$ cat config.mk
export PLATFORM = sky130hd
export DESIGN_NAME = interrupt_sequencer
export DESIGN_NICKNAME = d
export VERILOG_FILES = /design/src/rtl/cpu65_pkg.sv /design/src/rtl/nmi_edge_detect.sv /design/src/rtl/interrupt_sequencer.sv
export SDC_FILE = /design/constraint.sdc
export NUM_CORES = 1
export LEC_CHECK = 0
export ABC_CLOCK_PERIOD_IN_PS = 4300
export BUFFER_PORTS_ARGS = -buffer_cell sky130_fd_sc_hd__buf_2
export CORE_MARGIN = 2
export CORE_UTILIZATION = 50
export CTS_BUF_LIST = sky130_fd_sc_hd__clkbuf_16
export DETAILED_ROUTE_END_ITERATION = 7
export PLACE_DENSITY_LB_ADDON = 0.15
export SLEW_MARGIN = 20
export SYNTH_ARGS = -nofsm -noshare
export SYNTH_HDL_FRONTEND = slang
export SYNTH_SLANG_ARGS = --single-unit
$ cat constraint.sdc
create_clock -name phi2 -period 4.3 [get_ports phi2]
set_clock_uncertainty 0.15 [all_clocks]
set_input_delay 0.645 -clock phi2 [delete_from_list [all_inputs] [get_ports phi2]]
set_output_delay 0.645 -clock phi2 [all_outputs]
set_load 0.005 [all_outputs]
$ cat src/rtl/cpu65_pkg.sv
// Shared types and vector constants for the 65xx interrupt sequencer.
package cpu65_pkg;

    typedef enum logic [1:0] {
        SRC_RESET = 2'd0,
        SRC_NMI   = 2'd1,
        SRC_IRQ   = 2'd2,
        SRC_BRK   = 2'd3
    } src_e;

    typedef enum logic [1:0] {
        PUSH_NONE = 2'd0,
        PUSH_PCH  = 2'd1,
        PUSH_PCL  = 2'd2,
        PUSH_P    = 2'd3
    } push_e;

    typedef enum logic [1:0] {
        ST_HOLD = 2'd0,
        ST_IDLE = 2'd1,
        ST_SEQ  = 2'd2
    } state_e;

    localparam logic [15:0] VEC_RESET = 16'hFFFC;
    localparam logic [15:0] VEC_NMI   = 16'hFFFA;
    localparam logic [15:0] VEC_IRQ   = 16'hFFFE;

    function automatic logic [15:0] vector_base(input src_e s);
        logic [15:0] v;
        case (s)
            SRC_RESET: v = VEC_RESET;
            SRC_NMI:   v = VEC_NMI;
            SRC_IRQ:   v = VEC_IRQ;
            SRC_BRK:   v = VEC_IRQ;
            default:   v = VEC_IRQ;
        endcase
        return v;
    endfunction

endpackage

$ cat src/rtl/nmi_edge_detect.sv
// Falling-edge detector for the NMI line; samples every phi2 cycle, independent of rdy.
module nmi_edge_detect (
    input  logic phi2,
    input  logic nmib,
    output logic nmi_edge
);

    logic nmib_prev_r;

    // Previous-cycle sample; tracking through reset keeps a stale edge from appearing afterwards.
    always_ff @(negedge phi2) begin
        nmib_prev_r <= nmib;
    end

    assign nmi_edge = nmib_prev_r & ~nmib;

endmodule

$ cat src/rtl/interrupt_sequencer.sv
// Reset/NMI/IRQ/BRK entry sequencer: stack pushes, vector fetch and flag updates.
module interrupt_sequencer
    import cpu65_pkg::*;
(
    input  logic        phi2,
    input  logic        resb,
    input  logic        rdy,
    input  logic        irqb,
    input  logic        nmib,
    input  logic        i_flag,
    input  logic        sync,
    input  logic        brk_req,
    output logic        int_active,
    output logic [2:0]  step,
    output logic [1:0]  src,
    output logic        force_brk,
    output logic [1:0]  push_sel,
    output logic        rwb,
    output logic        vpb,
    output logic        set_i,
    output logic        clear_d,
    output logic        b_flag,
    output logic [15:0] vector_addr
);

    state_e     state_r, state_s;
    src_e       src_r, src_s;
    logic [2:0] step_r, step_s;
    logic       nmi_pend_r, nmi_pend_s;
    logic       rst_pend_r, rst_pend_s;
    logic       nmi_edge_s;
    logic       irq_s;
    logic       take_s;

    nmi_edge_detect u_nmi_edge (
        .phi2     (phi2),
        .nmib     (nmib),
        .nmi_edge (nmi_edge_s)
    );

    // Sequencer state register with synchronous active-low reset.
    always_ff @(negedge phi2) begin
        if (!resb) begin
            state_r    <= ST_HOLD;
            step_r     <= 3'd0;
            src_r      <= SRC_RESET;
            nmi_pend_r <= 1'b0;
            rst_pend_r <= 1'b1;
        end else begin
            state_r    <= state_s;
            step_r     <= step_s;
            src_r      <= src_s;
            nmi_pend_r <= nmi_pend_s;
            rst_pend_r <= rst_pend_s;
        end
    end

    // Next-state logic: source arbitration, step advance and NMI hijack.
    always_comb begin
        state_s    = state_r;
        step_s     = step_r;
        src_s      = src_r;
        rst_pend_s = rst_pend_r;
        nmi_pend_s = nmi_pend_r | nmi_edge_s;
        irq_s      = ~irqb & ~i_flag;
        take_s     = (state_r == ST_IDLE) && sync && rdy && (rst_pend_r || nmi_pend_r || irq_s);
        case (state_r)
            ST_HOLD: begin
                state_s    = ST_SEQ;
                step_s     = 3'd0;
                src_s      = SRC_RESET;
                rst_pend_s = 1'b0;
            end
            ST_IDLE: begin
                if (take_s) begin
                    state_s = ST_SEQ;
                    step_s  = 3'd0;
                    if (rst_pend_r) begin
                        src_s      = SRC_RESET;
                        rst_pend_s = 1'b0;
                    end else if (nmi_pend_r) begin
                        src_s = SRC_NMI;
                    end else begin
                        src_s = SRC_IRQ;
                    end
                end else if (brk_req && rdy) begin
                    state_s = ST_SEQ;
                    step_s  = 3'd1;
                    src_s   = SRC_BRK;
                end else begin
                    state_s = ST_IDLE;
                end
            end
            ST_SEQ: begin
                // A late NMI may still redirect the vector as long as P has not been pushed yet.
                if (nmi_edge_s && (step_r <= 3'd4) && ((src_r == SRC_IRQ) || (src_r == SRC_BRK))) begin
                    src_s = SRC_NMI;
                end else begin
                    src_s = src_r;
                end
                if (rdy) begin
                    if (step_r == 3'd6) begin
                        state_s = ST_IDLE;
                        step_s  = 3'd0;
                    end else begin
                        step_s = step_r + 3'd1;
                    end
                end else begin
                    step_s = step_r;
                end
                if (rdy && (step_r == 3'd4) && (src_s == SRC_NMI)) begin
                    nmi_pend_s = 1'b0;
                end else begin
                    nmi_pend_s = nmi_pend_r | nmi_edge_s;
                end
            end
            default: begin
                state_s = ST_HOLD;
                step_s  = 3'd0;
            end
        endcase
    end

    // Output decode from the registered step and source.
    always_comb begin
        int_active  = 1'b0;
        step        = step_r;
        src         = src_r;
        force_brk   = take_s;
        push_sel    = PUSH_NONE;
        rwb         = 1'b1;
        vpb         = 1'b1;
        set_i       = 1'b0;
        clear_d     = 1'b0;
        b_flag      = 1'b0;
        vector_addr = 16'hFFFF;
        if (state_r == ST_SEQ) begin
            int_active = 1'b1;
            case (step_r)
                3'd2: begin
                    push_sel = PUSH_PCH;
                    rwb      = (src_r == SRC_RESET);
                end
                3'd3: begin
                    push_sel = PUSH_PCL;
                    rwb      = (src_r == SRC_RESET);
                end
                3'd4: begin
                    push_sel = PUSH_P;
                    rwb      = (src_r == SRC_RESET);
                    b_flag   = (src_r == SRC_BRK);
                end
                3'd5: begin
                    vpb         = 1'b0;
                    vector_addr = vector_base(src_r);
                    set_i       = rdy;
                    clear_d     = rdy;
                end
                3'd6: begin
                    vpb         = 1'b0;
                    vector_addr = vector_base(src_r) + 16'd1;
                end
                default: begin
                    push_sel = PUSH_NONE;
                end
            endcase
        end else begin
            int_active = 1'b0;
        end
    end

endmodule
[Word level (Yosys, flattened, before mapping)]
Cells that the tools add are included.
Word-level totals
  logic and storage cells: 89
  register bits after elaboration: 10
  bits of input ports: 8
  output and inout bits: 30
Operators by class
  $lt $le $gt $ge: 1
  reduce and logical (&&, ||, !) cells: 22
  multiplexer cells: 37
  bitwise operators: 6
  equality and inequality tests: 15
  $add $sub $neg: 2
Operators by type and width (number)
  16-bit two-way mux: 3
  16-bit one-hot mux with 3 select lines: 1
  16-bit one-hot mux with 2 select lines: 1
  2-bit two-way mux: 11
  2-bit one-hot mux with 3 select lines: 3
  16-bit by 1-bit adder with 16-bit output, second input constant: 1
  1-bit two-way mux: 12
  3-bit two-way mux: 4
  3-bit equality test, second input constant: 3
  1-bit logical AND: 8
  2-bit AND reduction: 4
  2-bit by 1-bit equality test with 1-bit output, second input constant: 3
  2-bit equality test, second input constant: 3
  3-bit by 2-bit equality test with 1-bit output, second input constant: 2
  2-bit inequality test, second input constant: 3
  3-bit one-hot mux with 2 select lines: 1
  2-bit zero test: 2
  2-bit OR reduction: 2
  3-bit by 1-bit adder with 3-bit output, second input constant: 1
  3-bit <= comparator, second input constant: 1
  1-bit logical OR: 3
  3-bit by 2-bit inequality test with 1-bit output, second input constant: 1
  1-bit inverter: 3
  3-bit nonzero test: 1
  other kinds (5): 6

[Logic depth before layout (Yosys ltp)]
Gate-level depths: netlist of run 1.
  depth in word-level cells: 10
  mapped depth: 7
  depth with buffers taken out: 6

[Modules after synthesis]
Synthesis of run 1 repeated with hierarchy kept, for this count alone.
Second synthesis, totals
  cell total of the unflattened synthesis: 116
  area total of the unflattened synthesis: 898.4 um2
Modules (own cells, without submodules)
  interrupt_sequencer: instances 1, area an instance 860.8 um2, cells an instance 113, seq. area each 180.2 um2
  nmi_edge_detect: instances 1, area an instance 37.5 um2, cells an instance 3, seq. area each 20.0 um2

==> results_dict.tcl, run 1 <==
set metrics [dict create \
    via_per_inst 5.41 \
    routed_wl_um 2510 \
    hold_viol 0 \
    synth_fa_ha_area_share_pct 6.99 \
    reg2reg_slack_ns 2.43 \
    startpoint_type "flip-flop" \
    fillCellCount 123 \
    cts_hold_buf 0 \
    timing.rr.end "step[2]" \
    critPathCaptureType "output port" \
    ys_warn_count 0 \
    io_pins 38 \
    htreeDepth 1 \
    status "complete, but fails checks" \
    async_flop_share_pct 0 \
    violations "negative setup slack" \
    antenna_cells 0 \
    nets 175 \
    yosys.area.top_type "dfxtp_1" \
    via_count 1001 \
    critical_path_class "flip-flop to output port" \
    synth_top_area_share_pct 22.4 \
    cts.path.max_buffers 2 \
    path_clk_slew_ns 0.03 \
    setup_slack_ns -0.127 \
    drive_gt1_share_pct 40.0 \
    dp_hpwl_um 1540 \
    overflow 0 \
    worstSetupEndpoint "vector_addr[2]" \
    io_buffers 24 \
    cts-buffers-inserted 3 \
    rows 15 \
    synth.avg_cell_area_um2 7.58 \
    ff2ff_path_depth 9 \
    power.total_uw 592 \
    synth_seq_cells 10 \
    final_common_cell "buf_2" \
    finalMaxSlewViolations 0 \
    initial_utilization_pct 52.4 \
    ys_types 38 \
    ir_drop_mv 0.394 \
    grt_pass1_wl_um 3670 \
    drtIter0Drc 50 \
    p_per_area_mw_per_mm2 462 \
    die-area_mm2 0.00214 \
    hp-class "flip-flop to flip-flop" \
    setup_violations 5 \
    die_h_um 46.3 \
    cp-startpoint "step[1]" \
    core_area_mm2 0.00171 \
    syn_inst 118 \
    ys_seq_area_share_pct 22.4 \
    ys.flop_type "dfxtp_1" \
    muxShareOfSynthArea_pct 1.12 \
    insertion_delay_ns 0.31 \
    cp.required_ns 3.50 \
    syn_to_final_growth_pct 43.2 \
    wl_per_cell_um 13.6 \
    grt_max_degree 13 \
    yosys.area_share.simple_pct 20.0 \
    mostFrequentLayoutCells "buf_2, inv_1, conb_1, buf_4, nand2_1" \
    cts_tree "done" \
    r2r-start "state_r[0]" \
    final_core_util_pct 75.0 \
    drcViolationCount 0 \
    synth_compound_area_share_pct 28.4 \
    gp_congestion 0.815 \
    antenna_found_initial 0 \
    grtUsageTotal_pct 24.2 \
    die_w_um 46.3 \
    grt_pass1_vias 836 \
    cts_sinks 10 \
    crit_path_max_fanout 3 \
    synth_top_family_by_area "compound AO/OA/AOI/OAI gates" \
    syn-cell-area_um2 895 \
    leakage_nw 0.604 \
    synth_edf_count 0 \
    arrival_ns 3.63 \
    synth_xor_area_share_pct 0.979 \
    rsz0062_at_grt "true" \
    cts_root_buffer "clkbuf_16" \
    fin_tns_setup_ns -0.415 \
    postRouteAntennaNets 0 \
    dr.pass1.iters 4 \
    maxCapViolCount 0 \
    synth.area.top_cells "dfxtp_1, buf_4, ha_1, a21oi_1, nor2_1" \
]
==> layout make-up <==
cell class	count	area [um2]	area share, %
Clock buffer	3	75.1	5.86
Clock inverter	10	37.5	2.93
Inverter	8	30.0	2.34
Multi-Input combinational cell	89	636	49.6
Sequential cell	10	204	15.9
Tap cell	25	31.3	2.44
Timing Repair Buffer	40	268	20.9
==> stage by stage <==
step / setup WS [ns] / hold slack, ns / cell area, um2 / cells
final: -0.127 / 0.396 / 1280 / 185
after global routing: -0.214 / 0.441 / 1280 / 185
after CTS: -0.0983 / 0.393 / 1180 / 182
after detailed placement: 0.105 / 0.391 / 1010 / 165
after global placement: 0.170 / 0.377 / 1010 / 165
after floorplan: 0.0255 / 0.349 / 940 / 130
==> power by group <==
part,leakage [nW],switching (mW),internal (mW)
combinational,0.430,0.144,0.128
sequential,0.0832,0.0161,0.110
clock,0.0902,0.0609,0.133
total,0.604,0.221,0.371
==> what timing repair did <==
action,CTS,global route
setup endpoints to repair,8,10
buffers inserted,5,4
pin swaps,4,2
resized for setup,9,18
==> worst max-delay path: stages, from the launching register on <==
cell	delay, ns
dfxtp_1	0.34
xor2_1	0.17
and3_1	0.20
inv_2	0.04
or3_1	0.29
buf_2	0.13
==> sequential cells by signal, summed over array words and instances (netlist names) <==
name                    flops
src                         2
u_nmi_edge.nmib_prev_r      1
state_r                     2
rst_pend_r                  1
step                        3
nmi_pend_r                  1
==> per-layer routing <==
metal	vias up	global-route usage, %	wire length [um]
li1	477	-	-
met1	465	27.7	956
met2	53	40.6	1320
met3	6	6.67	187
met4	0	12.6	52
met5	-	0	0
==> synth_stat cells (all sizes together) (2+ instances only) <==
library cell	instances
nor2	10
o211ai	2
nand2	9
inv	9
nor2b	3
ha	5
a21oi	10
a32o	3
nand2b	2
and3	2
o31ai	2
or3	2
nand3	2
clkbuf	3
a31o	2
nand4	2
o21ai	4
buf	19
nand4b	2
dfxtp	10
==> worst min-delay path by stage <==
stage / to / startpoint / depth (start not counted)
2_1_floorplan: rst_pend_r / rst_pend_r / 2
3_3_place_gp: rst_pend_r / rst_pend_r / 2
3_5_place_dp: rst_pend_r / rst_pend_r / 2
4_1_cts: rst_pend_r / rst_pend_r / 2
5_1_grt: rst_pend_r / rst_pend_r / 2
6_report: rst_pend_r / rst_pend_r / 2
==> cell families (layout without fill, tap and decap cells) <==
kind of cell,count (synthesis),after routing
mux,1,1
xor+xnor,1,1
other cells,1,13
compound gates,33,33
fa+ha+maj,5,5
buf+inv,31,61
flops,10,10
simple gates,36,36
Power figures use the tool's default switching activity.
==> run 2: changes to the inputs <==
--- a/config.mk
+++ b/config.mk
@@ -5,6 +5,7 @@
 export SDC_FILE = /design/constraint.sdc
 export NUM_CORES = 1
 export LEC_CHECK = 0
+export ABC_AREA = 1
 export ABC_CLOCK_PERIOD_IN_PS = 4300
 export BUFFER_PORTS_ARGS = -buffer_cell sky130_fd_sc_hd__buf_2
 export CORE_MARGIN = 2
@@ -12,6 +13,7 @@
 export CTS_BUF_LIST = sky130_fd_sc_hd__clkbuf_16
 export DETAILED_ROUTE_END_ITERATION = 7
 export PLACE_DENSITY_LB_ADDON = 0.15
+export SKIP_CTS_REPAIR_TIMING = 1
 export SLEW_MARGIN = 20
 export SYNTH_ARGS = -nofsm -noshare
 export SYNTH_HDL_FRONTEND = slang
==> run 2 against run 1 <==
Net effect: via count fell by 6.9%; global-route usage shrank 4.4 points; final cell count up 4.9%; core utilization is 2.8 points lower; register-to-register slack better by 0.26 ns; hold slack got worse by 0.052 ns; combinational power grew 49%; the flow now finishes without violations.
==> results_dict.tcl, run 2 <==
set metrics [dict create \
    path_clk_slew_ns 0.03 \
    r2r-start "state_r[0]" \
    hold_end "rst_pend_r" \
    syn_to_final_growth_pct 38.3 \
    place_inst 175 \
    mostFrequentLayoutCells "nand2_1, buf_2, inv_1, nor2_1, conb_1" \
    wl_per_cell_um 11.6 \
    io_pins 38 \
    routed_wl_um 2260 \
    netSwitchingFraction_pct 42.3 \
    clkPwrFrac_pct 26.2 \
    antenna_found_initial 0 \
    initial_utilization_pct 52.2 \
    hold_viol 0 \
    yosys.area.top_type "dfxtp_1" \
    critical_path_class "flip-flop to output port" \
    syn_inst 134 \
    async_flop_share_pct 0 \
    largest_reg_flops 3 \
    die-area_mm2 0.00212 \
    drive_gt1_share_pct 38.4 \
    ir_drop_mv 0.351 \
    p_seq_share_pct 22.1 \
    synth.avg_cell_area_um2 6.58 \
    fillCellCount 135 \
    reg2reg_slack_ns 2.69 \
    synth.area.top_cells "dfxtp_1, buf_4, nand2_1, nor2_1, ha_1" \
    die_w_um 46 \
    pwr-share-comb_pct 51.7 \
    insertion_delay_ns 0.32 \
    holdCritStartpoint "rst_pend_r" \
    synth_edf_count 0 \
    drtIter0Drc 15 \
    final_cells 194 \
    setup_violations 0 \
    postPlaceCellArea_um2 981 \
    nets 191 \
    dr.pass1.iters 4 \
    critPathCaptureType "output port" \
    rsz0062_at_grt "true" \
    synth_common_cells "nand2_1, nor2_1, buf_4, inv_1, dfxtp_1" \
    startpoint_type "flip-flop" \
    p_int_uw 454 \
    ys_seq_area_share_pct 22.7 \
    yosysMostFrequentCell "nand2_1" \
    syn-cell-area_um2 882 \
    grt_max_degree 8 \
    final_common_cell "nand2_1" \
    hold_path_depth 2 \
    synth_seq_cells 10 \
    ys.flop_type "dfxtp_1" \
    p_sw_uw 332 \
    die_h_um 46 \
    cts.path.max_buffers 2 \
    hp-class "flip-flop to flip-flop" \
    rows 15 \
    via_count 932 \
    cts_root_buffer "clkbuf_16" \
    leakage_nw 0.643 \
    grtUsageTotal_pct 19.8 \
    final_area_mm2 0.00122 \
    io_buffers 24 \
    crit_path_max_fanout 7 \
    gp_congestion 0.832 \
    cts_tree "done" \
    ys_warn_count 0 \
    grt_pass1_vias 784 \
    antenna_cells 0 \
    maxCapViolCount 0 \
    p_per_area_mw_per_mm2 644 \
    cp.required_ns 3.50 \
    drcViolationCount 0 \
    postRouteAntennaNets 0 \
    status "finished, final reports clean" \
    finalMaxSlewViolations 0 \
    via_per_inst 4.80 \
    cts-buffers-inserted 3 \
    cts_sinks 10 \
    grt_pass1_wl_um 3010 \
    arrival_ns 3.50 \
    core_area_mm2 0.00169 \
    ys_types 27 \
    ff2ff_path_depth 7 \
    htreeDepth 1 \
    dp_hpwl_um 1460 \
    timing.rr.end "step[1]" \
    synth_top_area_share_pct 22.7 \
    overflow 0 \
]
## run 2: cell types whose count changed in the layout (fill, tap and decap cells not counted), moves of 4 or more
cell	change
nand2_1	+16
buf_6	-4
o21ai_0	+4
buf_4	-4
a21oi_1	-4
inv_1	+6
inv_2	+4
nor2_1	+9
o21ai_1	+5
## run 2: power by group through the flow
stage / combinational [mW] / clock [mW] / sequential (mW)
6_report: 0.406 / 0.206 / 0.174
5_1_grt: 0.447 / 0.225 / 0.178
2_1_floorplan: 0.258 / 0.0157 / 0.152
3_5_place_dp: 0.335 / 0.0157 / 0.154
3_3_place_gp: 0.331 / 0.0157 / 0.152
4_1_cts: 0.338 / 0.210 / 0.153
## run 2: kinds of logic (layout without fill, tap and decap cells)
group / count (synthesis) / count (layout) / synth area share (%)
buf+inv: 38 / 69 / 23.8
flops: 10 / 10 / 22.7
fa+ha+maj: 5 / 5 / 7.09
simple gates: 59 / 59 / 32.3
other cells: 1 / 13 / 0.425
compound gates: 21 / 21 / 13.6
## run 2: routing by layer
| layer | GRT usage (%) | wire (um) | vias to the layer above |
|---|---|---|---|
| li1 | - | - | 478 |
| met1 | 24.3 | 1010 | 419 |
| met2 | 29.7 | 1090 | 31 |
| met3 | 7.14 | 133 | 4 |
| met4 | 10.9 | 28 | 0 |
| met5 | 0 | 0 | - |
## run 2: cell type report
class                   count  area [um2]  share of cell area, %
multi-input cells          98         568                   46.6
clock inverters            11        42.5                   3.49
repair buffers             33         198                   16.2
clock buffers               3        75.1                   6.15
inverters                  22         101                   8.31
flip-flops and latches     10         214                   17.5
well taps                  17        21.3                   1.74
## run 2: critical path, stage by stage (launching register included)
cell	delay, ns
dfxtp_4	0.36
inv_4	0.07
ha_4	0.18
inv_2	0.08
nor2_4	0.12
nand3b_1	0.09
buf_2	0.13
## run 2: worst max path at each step
stage / startpoint / end / slack (ns) / cells after the start
floorplan: state_r[0] / set_i / 0.22 / 6
global placement: state_r[0] / rwb / 0.16 / 6
detailed placement: state_r[0] / rwb / 0.10 / 6
CTS: state_r[0] / rwb / -0.22 / 6
global route: state_r[0] / set_i / -0.06 / 6
finish: state_r[0] / rwb / 0.003 / 6
## run 2: stage by stage
| stage | setup WS, ns | TNS (ns) | power (mW) | hold WS (ns) | utilization (%) |
|---|---|---|---|---|---|
| 6_report | 0.00333 | 0 | 0.786 | 0.344 | 72.2 |
| 5_1_grt | -0.0637 | -0.315 | 0.850 | 0.378 | 72.2 |
| 4_1_cts | -0.223 | -1.28 | 0.702 | 0.343 | 64.8 |
| 3_5_place_dp | 0.103 | 0 | 0.505 | 0.338 | 58.1 |
| 3_3_place_gp | 0.157 | 0 | 0.499 | 0.332 | 58.1 |
| 2_1_floorplan | 0.224 | 0 | 0.425 | 0.310 | - |
==> run 3: changes to the inputs <==
--- a/config.mk
+++ b/config.mk
@@ -8,8 +8,10 @@
 export ABC_AREA = 1
 export ABC_CLOCK_PERIOD_IN_PS = 4300
 export BUFFER_PORTS_ARGS = -buffer_cell sky130_fd_sc_hd__buf_2
+export CELL_PAD_IN_SITES_DETAIL_PLACEMENT = 0
+export CELL_PAD_IN_SITES_GLOBAL_PLACEMENT = 1
 export CORE_MARGIN = 2
-export CORE_UTILIZATION = 50
+export CORE_UTILIZATION = 33
 export CTS_BUF_LIST = sky130_fd_sc_hd__clkbuf_16
 export DETAILED_ROUTE_END_ITERATION = 7
 export PLACE_DENSITY_LB_ADDON = 0.15
==> run 3 against run 2 <==
Net effect: wire length fell by 5.8%; hold slack got worse by 0.0048 ns; total power fell by 4.7%; non-clock buffer count fell by 2.
==> results_dict.tcl, run 3 (same netlist as run 2, synthesis figures left out) <==
set metrics [dict create \
    grtUsageTotal_pct 14.1 \
    rows 18 \
    path_cells "inv_4 > nor3_4 > inv_1 > nand2_1 > nand2_2 > nor2_2 > nand2_1 > buf_2" \
    insertion_delay_ns 0.32 \
    routed_wl_um 2130 \
    cp-startpoint "step[0]" \
    cpPeakStageDelay_ns 0.34 \
    cts_sinks 10 \
    final_cells 204 \
    syn_to_final_growth_pct 36.0 \
    cts_tree "done" \
    worst_path_most_repeated_cell "nand2_1" \
    grt_pass1_vias 812 \
    fillCellCount 276 \
    setup_slack_ns 0.0235 \
    arrival_ns 3.48 \
    cp.required_ns 3.50 \
    leakage_nw 0.624 \
    grt_max_degree 10 \
    multi_input_area_um2 568 \
    largest_reg_flops 3 \
    io_buffers 24 \
    hp-class "flip-flop to flip-flop" \
    die-area_mm2 0.00310 \
    worst-path-buf-inv 3 \
    maxCapViolCount 0 \
    mostFrequentLayoutCells "nand2_1, buf_2, inv_1, nor2_1, conb_1" \
    place_inst 188 \
    grt_pass1_wl_um 3450 \
    overflow 0 \
    finalMaxSlewViolations 0 \
    critical_path_class "flip-flop to output port" \
    rsz0062_at_grt "true" \
    antenna_cells 0 \
    nets 189 \
    dr.pass1.iters 3 \
    crit_path_max_fanout 5 \
    drive_gt1_share_pct 39.1 \
    wl_per_cell_um 10.4 \
    initial_utilization_pct 35.3 \
    core_area_mm2 0.00250 \
    critPathCaptureType "output port" \
    drcViolationCount 0 \
    ir_drop_mv 0.280 \
    postRouteAntennaNets 0 \
    gp_congestion 0.777 \
    dp_worst_setup_slack_ns 0.0984 \
    cts_root_buffer "clkbuf_16" \
    hold_viol 0 \
    path_clk_slew_ns 0.03 \
    final_common_cell "nand2_1" \
    startpoint_type "flip-flop" \
    seqCellArea_um2 209 \
    cp_top_family "simple AND/OR/NAND/NOR gates" \
    status "finished, final reports clean" \
    cts-buffers-inserted 3 \
    via_per_inst 4.39 \
    slowest_stage "dfxtp_2" \
    holdCritStartpoint "rst_pend_r" \
    cts.path.max_buffers 2 \
    r2r-start "state_r[0]" \
    drtIter0Drc 16 \
    htreeDepth 1 \
    setup_violations 0 \
    dp_hpwl_um 1650 \
    antenna_found_initial 0 \
    die_h_um 55.7 \
    p_per_area_mw_per_mm2 624 \
    die_w_um 55.7 \
    io_pins 38 \
    via_count 895 \
]
-- run 3: worst paths after layout --
kind	endpoint	slack, ns	depth (start not counted)
worst max-delay path	vector_addr[2]	0.02	8
worst min register to register	rst_pend_r	0.34	2
worst min-delay path	rst_pend_r	0.34	2
worst max register to register	step[1]	2.77	6
-- run 3: worst min-delay path: cells and delay by family (launching register included) --
family | cells | cell delay, ns
AOI/OAI and AO/OA | 2 | 0.12
DFF | 1 | 0.31
-- run 3: power breakdown --
group / internal [mW] / leakage (nW) / switching [mW]
clock network: 0.134 / 0.0902 / 0.0670
logic: 0.172 / 0.450 / 0.206
registers: 0.128 / 0.0846 / 0.0418
total: 0.433 / 0.624 / 0.315
-- run 3: layout make-up --
cell class	count	share of cell area [%]
tap	30	3.13
timing repair buffer	31	14.5
inverter	22	8.24
multi-input combinational	98	47.3
clock inverter	10	3.13
clock buffer	3	6.26
sequential	10	17.4
-- run 3: layer usage --
metal	GRT usage [%]	wire [um]	up-vias
met1	16.1	948	386
met3	6.28	193	2
met2	21.8	972	36
met4	7.67	14	0
met5	0	0	-
li1	-	-	471
-- run 3: through the flow --
| step | utilization [%] | area (um2) | hold slack, ns | setup TNS [ns] | power [mW] |
|---|---|---|---|---|---|
| 2_1_floorplan | - | 927 | 0.310 | 0 | 0.425 |
| 3_3_place_gp | 39.9 | 997 | 0.330 | 0 | 0.507 |
| 3_5_place_dp | 39.9 | 997 | 0.338 | 0 | 0.506 |
| 4_1_cts | 44.2 | 1110 | 0.342 | -1.23 | 0.699 |
| 5_1_grt | 48.0 | 1200 | 0.372 | -0.130 | 0.817 |
| 6_report | 48.0 | 1200 | 0.339 | 0 | 0.749 |
